===== src/rtl/ex_ctrl_pkg.sv =====
// Shared types and defaults for the execute-stage hazard scheduler.
// Latency: n/a (types only); backpressure: n/a.
package ex_ctrl_pkg;

    typedef enum logic {
        RUN   = 1'b0,
        MULTI = 1'b1
    } sched_state_e;

    localparam int MUL_LAT_DEF = 4;
    localparam int DIV_LAT_DEF = 32;
    localparam int CNT_W       = $clog2(DIV_LAT_DEF);

    // Counter width for a given longest latency; the counter never holds more than lat-2.
    function automatic int lat_cnt_w(input int lat);
        return (lat < 2) ? 1 : $clog2(lat);
    endfunction

endpackage


===== src/rtl/ex_hazard_sched_lat_down_counter.sv =====
// Loadable down-counter with zero flag, sequences multi-cycle execute ops.
// Latency: load/decrement visible next cycle; backpressure: none, saturates at zero.
module lat_down_counter #(
    parameter int W = 5
) (
    input  logic         clk_i,
    input  logic         reset_i,
    input  logic         load,
    input  logic [W-1:0] load_val,
    input  logic         dec,
    output logic         zero
);

    logic [W-1:0] cnt;

    always_ff @(posedge clk_i or negedge reset_i) begin
        if (!reset_i) begin
            cnt <= '0;
        end else if (load) begin
            cnt <= load_val;
        end else if (dec && (cnt != '0)) begin
            cnt <= cnt - 1'b1;
        end
    end

    assign zero = (cnt == '0);

endmodule


===== src/rtl/ex_hazard_sched.sv =====
// Stall/flush/bubble control beside EX: load-use, mul/div occupancy, taken branches.
// Latency: controls combinational same-cycle; backpressure: produces stalls, consumes none.
module ex_hazard_sched
    import ex_ctrl_pkg::*;
#(
    parameter int MUL_LAT = MUL_LAT_DEF,
    parameter int DIV_LAT = DIV_LAT_DEF
) (
    input  logic        clk_i,
    input  logic        reset_i,
    input  logic [4:0]  id_rs1_i,
    input  logic [4:0]  id_rs2_i,
    input  logic        id_use_rs1_i,
    input  logic        id_use_rs2_i,
    input  logic        ex_valid_i,
    input  logic [4:0]  ex_rd_i,
    input  logic        ex_memread_i,
    input  logic        ex_multi_i,
    input  logic        ex_is_div_i,
    input  logic        ex_branch_taken_i,
    output logic        stall_if_o,
    output logic        stall_id_o,
    output logic        stall_ex_o,
    output logic        bubble_ex_o,
    output logic        bubble_mem_o,
    output logic        flush_if_id_o,
    output logic        flush_id_ex_o,
    output logic        pc_sel_branch_o,
    output logic        md_start_o,
    output logic        md_busy_o,
    output logic        md_done_o,
    output logic [31:0] stall_cnt_o
);

    localparam int CW = lat_cnt_w(DIV_LAT);

    sched_state_e  state_q;
    logic          cnt_zero;
    logic          lu_hazard;
    logic [CW-1:0] load_val;

    assign lu_hazard = ex_memread_i && (ex_rd_i != 5'd0) &&
                       ((id_use_rs1_i && (ex_rd_i == id_rs1_i)) ||
                        (id_use_rs2_i && (ex_rd_i == id_rs2_i)));

    // Counter holds LAT-2 so the done cycle lands on the LAT-th cycle of the op.
    assign load_val = ex_is_div_i ? CW'(DIV_LAT - 2) : CW'(MUL_LAT - 2);

    lat_down_counter #(
        .W (CW)
    ) u_lat_cnt (
        .clk_i    (clk_i),
        .reset_i  (reset_i),
        .load     (md_start_o),
        .load_val (load_val),
        .dec      (state_q == MULTI),
        .zero     (cnt_zero)
    );

    always_comb begin
        stall_if_o      = 1'b0;
        stall_id_o      = 1'b0;
        stall_ex_o      = 1'b0;
        bubble_ex_o     = 1'b0;
        bubble_mem_o    = 1'b0;
        flush_if_id_o   = 1'b0;
        flush_id_ex_o   = 1'b0;
        pc_sel_branch_o = 1'b0;
        md_start_o      = 1'b0;
        md_done_o       = 1'b0;
        if (reset_i) begin
            if (state_q == MULTI) begin
                if (!cnt_zero) begin
                    stall_if_o   = 1'b1;
                    stall_id_o   = 1'b1;
                    stall_ex_o   = 1'b1;
                    bubble_mem_o = 1'b1;
                end else begin
                    md_done_o = 1'b1;
                end
            end else if (ex_valid_i) begin
                if (ex_branch_taken_i) begin
                    flush_if_id_o   = 1'b1;
                    flush_id_ex_o   = 1'b1;
                    pc_sel_branch_o = 1'b1;
                end else if (ex_multi_i) begin
                    md_start_o   = 1'b1;
                    stall_if_o   = 1'b1;
                    stall_id_o   = 1'b1;
                    stall_ex_o   = 1'b1;
                    bubble_mem_o = 1'b1;
                end else if (lu_hazard) begin
                    stall_if_o  = 1'b1;
                    stall_id_o  = 1'b1;
                    bubble_ex_o = 1'b1;
                end
            end
        end
    end

    always_ff @(posedge clk_i or negedge reset_i) begin
        if (!reset_i) begin
            state_q     <= RUN;
            stall_cnt_o <= '0;
        end else begin
            stall_cnt_o <= stall_cnt_o + 32'(stall_if_o);
            case (state_q)
                RUN:     if (md_start_o) state_q <= MULTI;
                MULTI:   if (md_done_o)  state_q <= RUN;
                default: state_q <= RUN;
            endcase
        end
    end

    assign md_busy_o = (state_q == MULTI);

endmodule


===== config.mk =====
export PLATFORM = sky130hd
export DESIGN_NAME = ex_hazard_sched
export DESIGN_NICKNAME = d
export VERILOG_FILES = /design/src/rtl/ex_ctrl_pkg.sv /design/src/rtl/ex_hazard_sched_lat_down_counter.sv /design/src/rtl/ex_hazard_sched.sv
export SDC_FILE = /design/constraint.sdc
export NUM_CORES = 1
export LEC_CHECK = 0
export CORE_MARGIN = 2
export CORE_UTILIZATION = 43
export CTS_BUF_LIST = sky130_fd_sc_hd__clkbuf_8
export DETAILED_ROUTE_END_ITERATION = 10
export PLACE_DENSITY_LB_ADDON = 0.3
export REMOVE_ABC_BUFFERS = 1
export SLEW_MARGIN = 25
export SYNTH_ARGS = -nofsm -noshare
export SYNTH_HDL_FRONTEND = slang
export SYNTH_SLANG_ARGS = --single-unit

===== constraint.sdc =====
create_clock -name clk_i -period 5.6 [get_ports clk_i]
set_input_delay 1.12 -clock clk_i [delete_from_list [all_inputs] [get_ports clk_i]]
set_output_delay 1.12 -clock clk_i [all_outputs]
set_load 0.02 [all_outputs]

## Yosys cells after proc, flatten, opt, wreduce, memory -nomap -nowiden

Index checks and enable logic that the tools add are counted.

- Add/sub/neg operators: 2
- Equal/unequal tests: 2
- Reduce and logical (&&, ||, !) cells: 10
- Bitwise operators: 1
- Muxes and demuxes: 32

Operators with widths:

| cell | number |
|---|---|
| $add 32x1->32 | 1 |
| $mux 1 | 28 |
| $mux 5 | 3 |
| $eq 5x5->1 | 2 |
| $reduce_bool 5->1 | 2 |
| $logic_and 1x1->1 | 5 |
| $logic_not 5->1 | 1 |
| $sub 5x1->5 const B | 1 |
| $pmux 1 s2 | 1 |
| $reduce_bool 2->1 | 1 |
| $logic_or 1x1->1 | 1 |
| $not 1->1 | 1 |

- Output and inout bits: 43
- Input port bits: 24
- Word-level logic and storage cells: 50
- Flip-flop bits (word level): 38

## Logic depth before layout (Yosys ltp)

Gate-level depths: netlist of the first run.

- Word-level depth: 11
- Mapped depth: 12
- Depth with buffers taken out: 12

## Modules after synthesis

From an unflattened synthesis of the first run, not the netlist that was laid out.

- Cell total of the unflattened synthesis: 188
- Area, all modules: 2037.0 um^2

By module, submodules not included:

| module | area each (um^2) | times used | cells each | sequential area each (um^2) |
|---|---|---|---|---|
| ex_hazard_sched | 1736.7 | 1 | 156 | 825.8 |
| lat_down_counter | 300.3 | 1 | 32 | 125.1 |

## Worst setup path before layout of the first run

Ideal clock, no wire load.

- Path kind: in2reg
- Start point: in ex_branch_taken_i
- End point: reg stall_cnt_o[26]
- Setup time: 0.130 ns
- Data required time: 5.470 ns
- Data arrival time: 3.736 ns
- Slack: 1.734 ns
- Stages on the path: 11
- Buffers on the path: 0
- Path through: nor4bb_1 -> nand2_1 -> inv_1 -> a21o_1 -> o21bai_1 -> ha_1 -> ha_1 -> inv_1 -> nor4_4 -> nand4_1 -> xnor2_1

- Longest elaborated chain between the ends: 5

Ends and longest elaborated chain:

| item | RTL line | source |
|---|---|---|
| start: declaration | ex_hazard_sched.sv:20 | `input logic ex_branch_taken_i,` |
| $mux 1 (4 in series) | n/a |  |
| net stall_id_o | ex_hazard_sched.sv:22 | `output logic stall_id_o,` |
| $add 32x1->32 | ex_hazard_sched.sv:106 | `stall_cnt_o <= stall_cnt_o + 32'(stall_if_o);` |
| end signal: assignment | ex_hazard_sched.sv:106 |  |
| end: declaration | ex_hazard_sched.sv:32 | `output logic [31:0] stall_cnt_o` |

The timed path passes the listed nets, and every way through them passes these cells.
A chain may end at the register's enable or synchronous reset.

## Worst setup path in the final report of the first run

- Start point: in ex_branch_taken_i
- End point: out stall_if_o

- Longest elaborated chain between the ends: 4

Ends and longest elaborated chain:

| item | RTL line | source |
|---|---|---|
| $mux 1 | ex_hazard_sched.sv:82 | `if (ex_branch_taken_i) begin` |
| $mux 1 | ex_hazard_sched.sv:81 | `end else if (ex_valid_i) begin` |
| $mux 1 | ex_hazard_sched.sv:72 | `if (state_q == MULTI) begin` |
| $mux 1 | ex_hazard_sched.sv:71 | `if (reset_i) begin` |
| end: declaration | ex_hazard_sched.sv:21 | `output logic stall_if_o,` |

No other way between the ends.

==> results.json, run 1 <==
{
  "antenna_found_initial": 0,
  "worstHoldEndpoint": "stall_cnt_o[31]",
  "power_density_nw_per_um2": 302,
  "grt_pass1_vias": 1543,
  "cts_root_buffer": "clkbuf_8",
  "final-hold-violation-count": 0,
  "via_count": 1565,
  "ys_seq_elements": 38,
  "tightest_slew_ps": 585,
  "leakage_uw": 0.00116,
  "vias_per_cell": 5.25,
  "min_period_over_period_pct": 78.1,
  "holdPathStages": 1,
  "cts_sinks": 38,
  "nets": 273,
  "yosysTopAreaCell": "dfrtp_1",
  "critPathKind": "in2out",
  "fmax_ghz": 0.229,
  "synth_mux_area_share_pct": 0,
  "worstReg2RegEnd": "stall_cnt_o[22]",
  "max-vdd-ir-drop_v": 0.000185,
  "start_util_pct": 44.6,
  "critPathRequiredTime_ps": 4480,
  "finalCriticalPeriod_ps": 4370,
  "grt_overflow": 0,
  "worst-path-buf-inv": 3,
  "critical-path-max-stage-delay_ps": 670,
  "fin_cells": 298,
  "cts_buffer_depth": 2,
  "critPathMostFrequentCell": "clkdlybuf4s50_1",
  "yosys-top-cells-area": "dfrtp_1 (49%), xnor2_1 (14%), xor2_1 (5.5%), nand4_1 (4.5%), nand2_1 (3.1%)",
  "rows": 24,
  "worstPathMaxFanout": 6,
  "finalPower_uw": 817,
  "dp_hpwl_um": 3070,
  "tritoncts": "yes",
  "setup_viol": 0,
  "synthXorXnorAreaFrac_pct": 19.1,
  "worstRegToRegCells": 11,
  "slew_violations": 0,
  "dieArea_sq_um": 5040,
  "critical_path.top_delay_family": "buffers and inverters",
  "maxSlewHeadroom_pct": 60.7,
  "mostFrequentLayoutCell": "clkdlybuf4s50_1",
  "drt_wl_total_um": 4140,
  "hold_class": "reg2reg",
  "arrival_ps": 3250,
  "grt_pass1_wl_um": 6910,
  "antennaDiodeCount": 0,
  "cts_resized": 0,
  "ys_seq_area_share_pct": 49.3,
  "layout-drive-gt1-share_pct": 4.88,
  "dpl.cell_count": 291,
  "syn_area_sq_um": 1930,
  "worstReg2RegStart": "md_busy_o",
  "rsz0062_at_grt": "no",
  "detail_route.iter0.violations": 91,
  "avgSynthCellArea_sq_um": 11.0,
  "wl_per_cell_um": 13.9,
  "die_h_um": 71.0,
  "io_buffers": 66,
  "clkLatencyLatePin_ps": 280,
  "outcome": "completed",
  "synth_simple_gate_area_share_pct": 23.9,
  "final_antenna_net_count": 0,
  "setup-tns-final_ps": 0,
  "gp_congestion": 0.789,
  "crit_chain": "clkdlybuf4s50_1, nor4bb_1, nand2_1, inv_1, a21o_1, o21bai_1, clkdlybuf4s50_1",
  "gr-usage-all-layers_pct": 17.1,
  "final_cell_mix": "clkdlybuf4s50_1 (65), dfrtp_1 (38), xnor2_1 (30)",
  "synth-compound-area-share_pct": 3.05,
  "post_cts_buffers": 0,
  "yosysTopAreaCellShare_pct": 49.3,
  "min_from": "stall_cnt_o[31]",
  "yosysWarnings": 0,
  "ys_types": 30,
  "synth_top_family_by_area": "simple AND/OR/NAND/NOR gates",
  "firstDrtPassIters": 4,
  "ff2ff_setup_slack_ps": 2400,
  "start_kind": "input pin",
  "die_w_um": 71.0,
  "syn2layout_area_growth_pct": 40.2,
  "ctsHoldBuffers": 0,
  "maxCapViolations": 0,
  "clk_pin_slew_ps": 70,
  "io_pins": 67,
  "clock_skew_ps": 3.42,
  "grt_start_max_net_pins": 42,
  "drc": 0,
  "cpMaxStageDelayCell": "clkdlybuf4s50_1",
  "synth_fa_ha_area_share_pct": 1.95,
  "endpoint_kind": "output pin",
  "netlist_instances": 176,
  "htreeDepth": 2,
  "whs_ps": 482,
  "core_area_sq_um": 4320,
  "cts_buffers": 5
}
==> how the worst max path moves through the flow <==
stage | startpoint | endpoint | slack (ps) | cells past startpoint
after floorplan | ex_branch_taken_i | stall_cnt_o[26] | 1450 | 11
after global placement | ex_branch_taken_i | stall_id_o | 1260 | 7
after detailed placement | ex_branch_taken_i | stall_id_o | 1250 | 7
after CTS | ex_branch_taken_i | stall_if_o | 1230 | 7
after global routing | ex_branch_taken_i | stall_id_o | 1060 | 7
final | ex_branch_taken_i | stall_if_o | 1230 | 7
==> cell type report <==
type                    instances  area [sq um]
clock inverters                 2          7.51
well taps                      52          65.1
fillers                       363          1620
multi-input cells             128           925
flip-flops and latches         38           951
inverters                       6          22.5
repair buffers                 67           663
clock buffers                   5          68.8
==> cells by family (layout without fill, tap and decap cells) <==
logic type	count (synthesis)	after routing
buffers and inverters	10	80
AND/OR/NAND/NOR	74	74
AO/OA/AOI/OAI	9	9
XOR/XNOR	42	42
adder cells (fa/ha/maj)	3	3
flip-flops	38	38
==> per-stage QoR <==
stage          instance area [sq um]  utilization, %  setup WS, ps
3_5_place_dp                    2630            60.7          1250
5_1_grt                         2700            62.5          1060
2_1_floorplan                   1900               -          1450
6_report                        2700            62.5          1230
3_3_place_gp                    2630            60.7          1260
4_1_cts                         2700            62.5          1230
==> Yosys cell counts, drive strengths merged <==
cell type and n:
or4 1, a21oi 2, nor4b 1, nand2b 2, buf 4, inv 6, dfrtp 38, and3 5
xnor2 30, a32oi 1, nor2b 1, and4b 1, a21o 1, nand2 16, o21ai 2, nand4 15
and4 2, o211ai 2, nand3 11, and2 1, nor4 7, ha 3, nor4bb 1, xor2 12
nor3 2, nor2 8, o21bai 1
==> sequential cells by signal (all words and copies together), names as in the netlist <==
register,count
md_busy_o,1
stall_cnt_o,32
u_lat_cnt.cnt,5
==> layer usage <==
layer / global-route usage (%) / routed length, um
met4: 4.40 / 40
met1: 21.7 / 1860
met5: 0 / 0
met2: 28.3 / 1940
met3: 5.56 / 301
==> report_power, final <==
group	internal [uW]	leakage, uW	total (uW)	switching (uW)
combinational	137	0.000607	274	137
clock	82.0	0.0000466	169	86.9
sequential	318	0.000504	374	55.6
No activity file was read; power rests on OpenSTA's default activity.
==> run 2, diff against run 1 <==
--- a/config.mk
+++ b/config.mk
@@ -6,7 +6,7 @@
 export NUM_CORES = 1
 export LEC_CHECK = 0
 export CORE_MARGIN = 2
-export CORE_UTILIZATION = 43
+export CORE_UTILIZATION = 42
 export CTS_BUF_LIST = sky130_fd_sc_hd__clkbuf_8
 export DETAILED_ROUTE_END_ITERATION = 10
 export PLACE_DENSITY_LB_ADDON = 0.3
==> constraint.sdc (replaced) <==
create_clock -name clk_i -period 3.8 [get_ports clk_i]
set_input_delay 0.76 -clock clk_i [delete_from_list [all_inputs] [get_ports clk_i]]
set_output_delay 0.76 -clock clk_i [all_outputs]
set_load 0.02 [all_outputs]
==> results.json, run 2 (synthesis gave the netlist of run 1 again) <==
{
  "syn2layout_area_growth_pct": 42.5,
  "critPathRequiredTime_ps": 3040,
  "outcome": "completed",
  "worstReg2RegEnd": "stall_cnt_o[26]",
  "slew_violations": 0,
  "min_period_over_period_pct": 93.3,
  "crit_chain": "clkdlybuf4s50_1, xor2_1, nor4_1, a32oi_1, o21bai_1, clkdlybuf4s50_1",
  "core_area_sq_um": 4380,
  "setup-tns-final_ps": 0,
  "critPathMostFrequentCell": "clkdlybuf4s50_1",
  "grt_pass1_vias": 1532,
  "fmax_ghz": 0.282,
  "wl_per_cell_um": 13.8,
  "finalPower_uw": 1230,
  "io_pins": 67,
  "gp_congestion": 0.781,
  "maxSlewHeadroom_pct": 65.3,
  "dieArea_sq_um": 5150,
  "worstPathMaxFanout": 3,
  "place_area_sq_um": 2660,
  "layout-drive-gt1-share_pct": 7.17,
  "critical_path.top_delay_family": "buffers and inverters",
  "ff2ff_setup_slack_ps": 850,
  "nets": 277,
  "rsz0062_at_grt": "no",
  "vias_per_cell": 5.08,
  "endpoint_kind": "output pin",
  "largest_reg_flops": 32,
  "drc": 0,
  "start_util_pct": 44.0,
  "hold_class": "reg2reg",
  "gr-usage-all-layers_pct": 17.3,
  "design_area_sq_um": 2750,
  "largest-register": "stall_cnt_o",
  "antenna_found_initial": 0,
  "detail_route.iter0.violations": 117,
  "cts_root_buffer": "clkbuf_8",
  "critical-path-max-stage-delay_ps": 680,
  "grt_pass1_wl_um": 6910,
  "ctsHoldBuffers": 0,
  "start_kind": "input pin",
  "via_count": 1539,
  "drt_wl_total_um": 4180,
  "worstReg2RegStart": "u_lat_cnt.cnt[0]",
  "fin_cells": 303,
  "dpl.cell_count": 295,
  "grt_overflow": 0,
  "final_cell_mix": "clkdlybuf4s50_1 (65), dfrtp_1 (38), xnor2_1 (30)",
  "power_density_nw_per_um2": 448,
  "cts_buffers": 5,
  "max-vdd-ir-drop_v": 0.000239,
  "arrival_ps": 2790,
  "mostFrequentLayoutCell": "clkdlybuf4s50_1",
  "tritoncts": "yes",
  "critPathKind": "in2out",
  "final-hold-violation-count": 0,
  "min_from": "stall_cnt_o[31]",
  "maxCapViolations": 0,
  "holdPathStages": 1,
  "clkLatencyLatePin_ps": 280,
  "leakage_uw": 0.00118,
  "fill_cells": 382,
  "cts_resized": 0,
  "cts_sinks": 38,
  "worstRegToRegCells": 13,
  "antennaDiodeCount": 0,
  "cpMaxStageDelayCell": "clkdlybuf4s50_1",
  "firstDrtPassIters": 4,
  "final_antenna_net_count": 0,
  "finalCriticalPeriod_ps": 3550,
  "grt_start_max_net_pins": 43,
  "io_buffers": 66,
  "worst-path-buf-inv": 2,
  "clock_skew_ps": 6.89,
  "worstHoldEndpoint": "stall_cnt_o[31]",
  "cts_buffer_depth": 2,
  "dp_hpwl_um": 3230,
  "clk_pin_slew_ps": 70,
  "setup_viol": 0,
  "rows": 24,
  "tightest_slew_ps": 517,
  "die_w_um": 71.8,
  "htreeDepth": 2,
  "die_h_um": 71.8,
  "post_cts_buffers": 0
}
==> run 2: cell types whose count changed in the layout (fill, tap and decap cells not counted) <==
cell / previous run / this run
buf_4: 1 / 5
clkbuf_8: 5 / 6
inv_1: 8 / 7
clkinv_2: 0 / 1
==> run 2: report_power, final <==
group	leakage (uW)	total [uW]	internal [uW]	switching, uW
clock	0.0000524	275	144	132
combinational	0.000628	404	204	200
sequential	0.000504	550	469	81.4
==> run 2: layout make-up <==
type / count / area, sq um / area share [%]
clock buffer: 6 / 82.6 / 3.01
clock inverter: 2 / 8.76 / 0.319
inverter: 6 / 22.5 / 0.820
multi-input combinational: 128 / 925 / 33.7
sequential: 38 / 951 / 34.6
tap: 52 / 65.1 / 2.37
timing repair buffer: 71 / 693 / 25.2
==> run 2: metrics by stage <==
stage               hold WS (ps)  setup slack [ps]  util [%]
floorplan                    464              7.62         -
global placement             462               254      60.6
detailed placement           471               189      60.6
CTS                          485               229      62.7
global route                 518               113      62.7
finish                       481               253      62.7
==> run 2: routing by layer <==
metal  part of all wire [%]  GRT usage (%)
met4                   0.74           5.03
met2                     49           29.3
met5                      0              0
met1                     43           21.0
met3                    7.5           5.63
==> run 2: worst max-delay path by stage <==
| stage | from | end | cells past startpoint |
|---|---|---|---|
| after global placement | ex_rd_i[4] | stall_id_o | 6 |
| after CTS | ex_rd_i[4] | stall_id_o | 6 |
| after floorplan | ex_branch_taken_i | stall_cnt_o[26] | 11 |
| final | ex_rd_i[4] | stall_id_o | 6 |
| after global routing | ex_rd_i[3] | stall_id_o | 6 |
| after detailed placement | ex_rd_i[4] | stall_cnt_o[26] | 12 |
==> run 3, diff against run 2 <==
--- a/config.mk
+++ b/config.mk
@@ -5,8 +5,9 @@
 export SDC_FILE = /design/constraint.sdc
 export NUM_CORES = 1
 export LEC_CHECK = 0
+export ABC_AREA = 1
 export CORE_MARGIN = 2
-export CORE_UTILIZATION = 42
+export CORE_UTILIZATION = 43
 export CTS_BUF_LIST = sky130_fd_sc_hd__clkbuf_8
 export DETAILED_ROUTE_END_ITERATION = 10
 export PLACE_DENSITY_LB_ADDON = 0.3
==> results.json, run 3 <==
{
  "avgSynthCellArea_sq_um": 8.07,
  "start_util_pct": 43.9,
  "dieArea_sq_um": 5730,
  "outcome": "completed",
  "drt_wl_total_um": 4970,
  "fmax_ghz": 0.283,
  "vias_per_cell": 4.77,
  "gp_congestion": 0.811,
  "syn_area_sq_um": 2210,
  "critical-path-max-stage-delay_ps": 660,
  "cts_resized": 0,
  "max-vdd-ir-drop_v": 0.000406,
  "finalCriticalPeriod_ps": 3530,
  "nets": 371,
  "netlist_top_cells_count": "nand2_1 (68), dfrtp_1 (38), inv_1 (38), nor2_1 (31), xor2_1 (19)",
  "wl_per_cell_um": 12.0,
  "maxSlewHeadroom_pct": 67.4,
  "htreeDepth": 2,
  "hold_class": "reg2reg",
  "setup_viol": 0,
  "cts_sinks": 38,
  "antenna_found_initial": 0,
  "critPathKind": "in2out",
  "yosys-top-cells-area": "dfrtp_1 (43%), nand2_1 (12%), xor2_1 (7.5%), inv_1 (6.4%), nor2_1 (5.3%)",
  "post_cts_buffers": 0,
  "final_cell_mix": "nand2_1 (68), clkdlybuf4s50_1 (65), inv_1 (38), dfrtp_1 (38), nor2_1 (31)",
  "io_pins": 67,
  "async_flop_share_pct": 100,
  "critPathRequiredTime_ps": 3040,
  "yosysTopAreaCellShare_pct": 43.0,
  "die_h_um": 75.7,
  "cts_root_buffer": "clkbuf_8",
  "tightest_slew_ps": 489,
  "final_antenna_net_count": 0,
  "power_density_nw_per_um2": 411,
  "yosysTopAreaCell": "dfrtp_1",
  "core_area_sq_um": 5040,
  "yosysWarnings": 0,
  "maxCapViolations": 0,
  "ys_seq_area_share_pct": 43.0,
  "largest_reg_flops": 32,
  "worstPathMaxFanout": 4,
  "place_area_sq_um": 2930,
  "cpMaxStageDelayCell": "clkdlybuf4s50_1",
  "setup-tns-final_ps": 0,
  "synth_edf_count": 0,
  "arrival_ps": 2770,
  "cts_buffer_depth": 2,
  "final-hold-violation-count": 0,
  "synth_ff_type": "dfrtp_1",
  "drc": 0,
  "netlist_instances": 274,
  "slew_violations": 0,
  "rsz0062_at_grt": "no",
  "syn2layout_area_growth_pct": 36.1,
  "detail_route.iter0.violations": 124,
  "io_buffers": 66,
  "antennaDiodeCount": 0,
  "min_period_over_period_pct": 92.9,
  "via_count": 1973,
  "rows": 26,
  "grt_pass1_vias": 1867,
  "tritoncts": "yes",
  "dp_hpwl_um": 3960,
  "gr-usage-all-layers_pct": 19.8,
  "cts_buffers": 5,
  "grt_pass1_wl_um": 8560,
  "clkLatencyLatePin_ps": 290,
  "leakage_uw": 0.00142,
  "design_area_sq_um": 3010,
  "clock_skew_ps": 4.76,
  "ctsHoldBuffers": 0,
  "layout-drive-gt1-share_pct": 8.14,
  "grt_start_max_net_pins": 40,
  "largest-register": "stall_cnt_o",
  "clk_pin_slew_ps": 70,
  "grt_overflow": 0,
  "start_kind": "input pin",
  "ys_seq_elements": 38,
  "die_w_um": 75.7,
  "mostFrequentLayoutCell": "nand2_1",
  "endpoint_kind": "output pin",
  "ys_types": 26,
  "critPathMostFrequentCell": "nand2_1",
  "synth_most_common_cell": "nand2_1",
  "crit_chain": "clkdlybuf4s50_1, inv_1, nand2_1, nand2_1, nor2_1, nand3_1, nand2_1, nand2_1, nand2_1, nand2_1, a21oi_1, clkdlybuf4s50_1",
  "firstDrtPassIters": 4,
  "fill_cells": 461
}
==> run 3: changes by cell type in the layout (fill, tap and decap cells not counted), sizes merged, moves of 4 or more <==
cell   previous run  this run
a31oi             0         4
and3              5         1
buf               6         2
inv               7        39
nand2            16        70
nand4            15         8
nor2              8        39
nor3              2        12
nor4              7         2
o21ai             2         8
xnor2            30        11
xor2             12        19
==> run 3: cell families (layout without fill, tap and decap cells) <==
kind of cell               after synthesis  in the layout  synth area share (%)
and+or+nand+nor                        144            144                  31.2
buffers and inverters                   43            113                  7.98
DFF                                     38             38                  43.0
xor gates and xnor gates                30             30                  12.2
AOI/OAI and AO/OA                       16             16                  3.96
adders and majority gates                3              3                  1.70
==> run 3: where the power goes <==
group	total (uW)	internal (uW)	switching, uW	leakage (uW)
combinational	429	194	235	0.000887
clock	257	123	134	0.0000438
sequential	551	473	78.0	0.000486
==> run 3: layout make-up <==
class / count / area [sq um] / share of cell area (%)
clock buffers: 5 / 68.8 / 2.29
clock inverters: 2 / 10.0 / 0.332
inverters: 39 / 146 / 4.86
multi-input cells: 193 / 1080 / 36.0
flip-flops and latches: 38 / 951 / 31.6
well taps: 70 / 87.6 / 2.91
repair buffers: 67 / 663 / 22.0
==> run 3: path summary, 6_finish.rpt <==
check	from	to	slack [ps]	depth (start not counted)
max in group asynchronous	reset_i	stall_cnt_o[17]	2930	2
hold / removal	stall_cnt_o[31]	stall_cnt_o[31]	500	1
min in group asynchronous	reset_i	stall_cnt_o[8]	540	2
hold reg to reg	stall_cnt_o[31]	stall_cnt_o[31]	500	1
setup reg to reg	u_lat_cnt.cnt[0]	stall_cnt_o[28]	1130	17
setup / recovery	ex_rd_i[4]	stall_id_o	270	12
==> run 3: critical path, delay by kind of cell <==
family / cells / cell delay (ps)
AND/OR/NAND/NOR: 8 / 530
buffers and inverters: 3 / 1250
AO/OA/AOI/OAI: 1 / 240
==> run 3: routing by layer <==
metal	part of all wire [%]	global-route usage [%]	vias up
met3	3.5	3.31	10
li1	-	-	998
met4	2.2	7.80	0
met1	47	28.8	919
met2	48	29.4	46
met5	0	0	-
==> run 3: metrics by stage <==
step | setup slack (ps) | power [uW] | cells | util [%] | hold slack [ps]
6_report | 269 | 1240 | 414 | 59.7 | 496
5_1_grt | 90.3 | 1330 | 414 | 59.7 | 531
4_1_cts | 259 | 1250 | 414 | 59.7 | 505
3_5_place_dp | 172 | 987 | 407 | 58.2 | 483
3_3_place_gp | 275 | 982 | 407 | 58.2 | 471
2_1_floorplan | 444 | 792 | 270 | - | 464
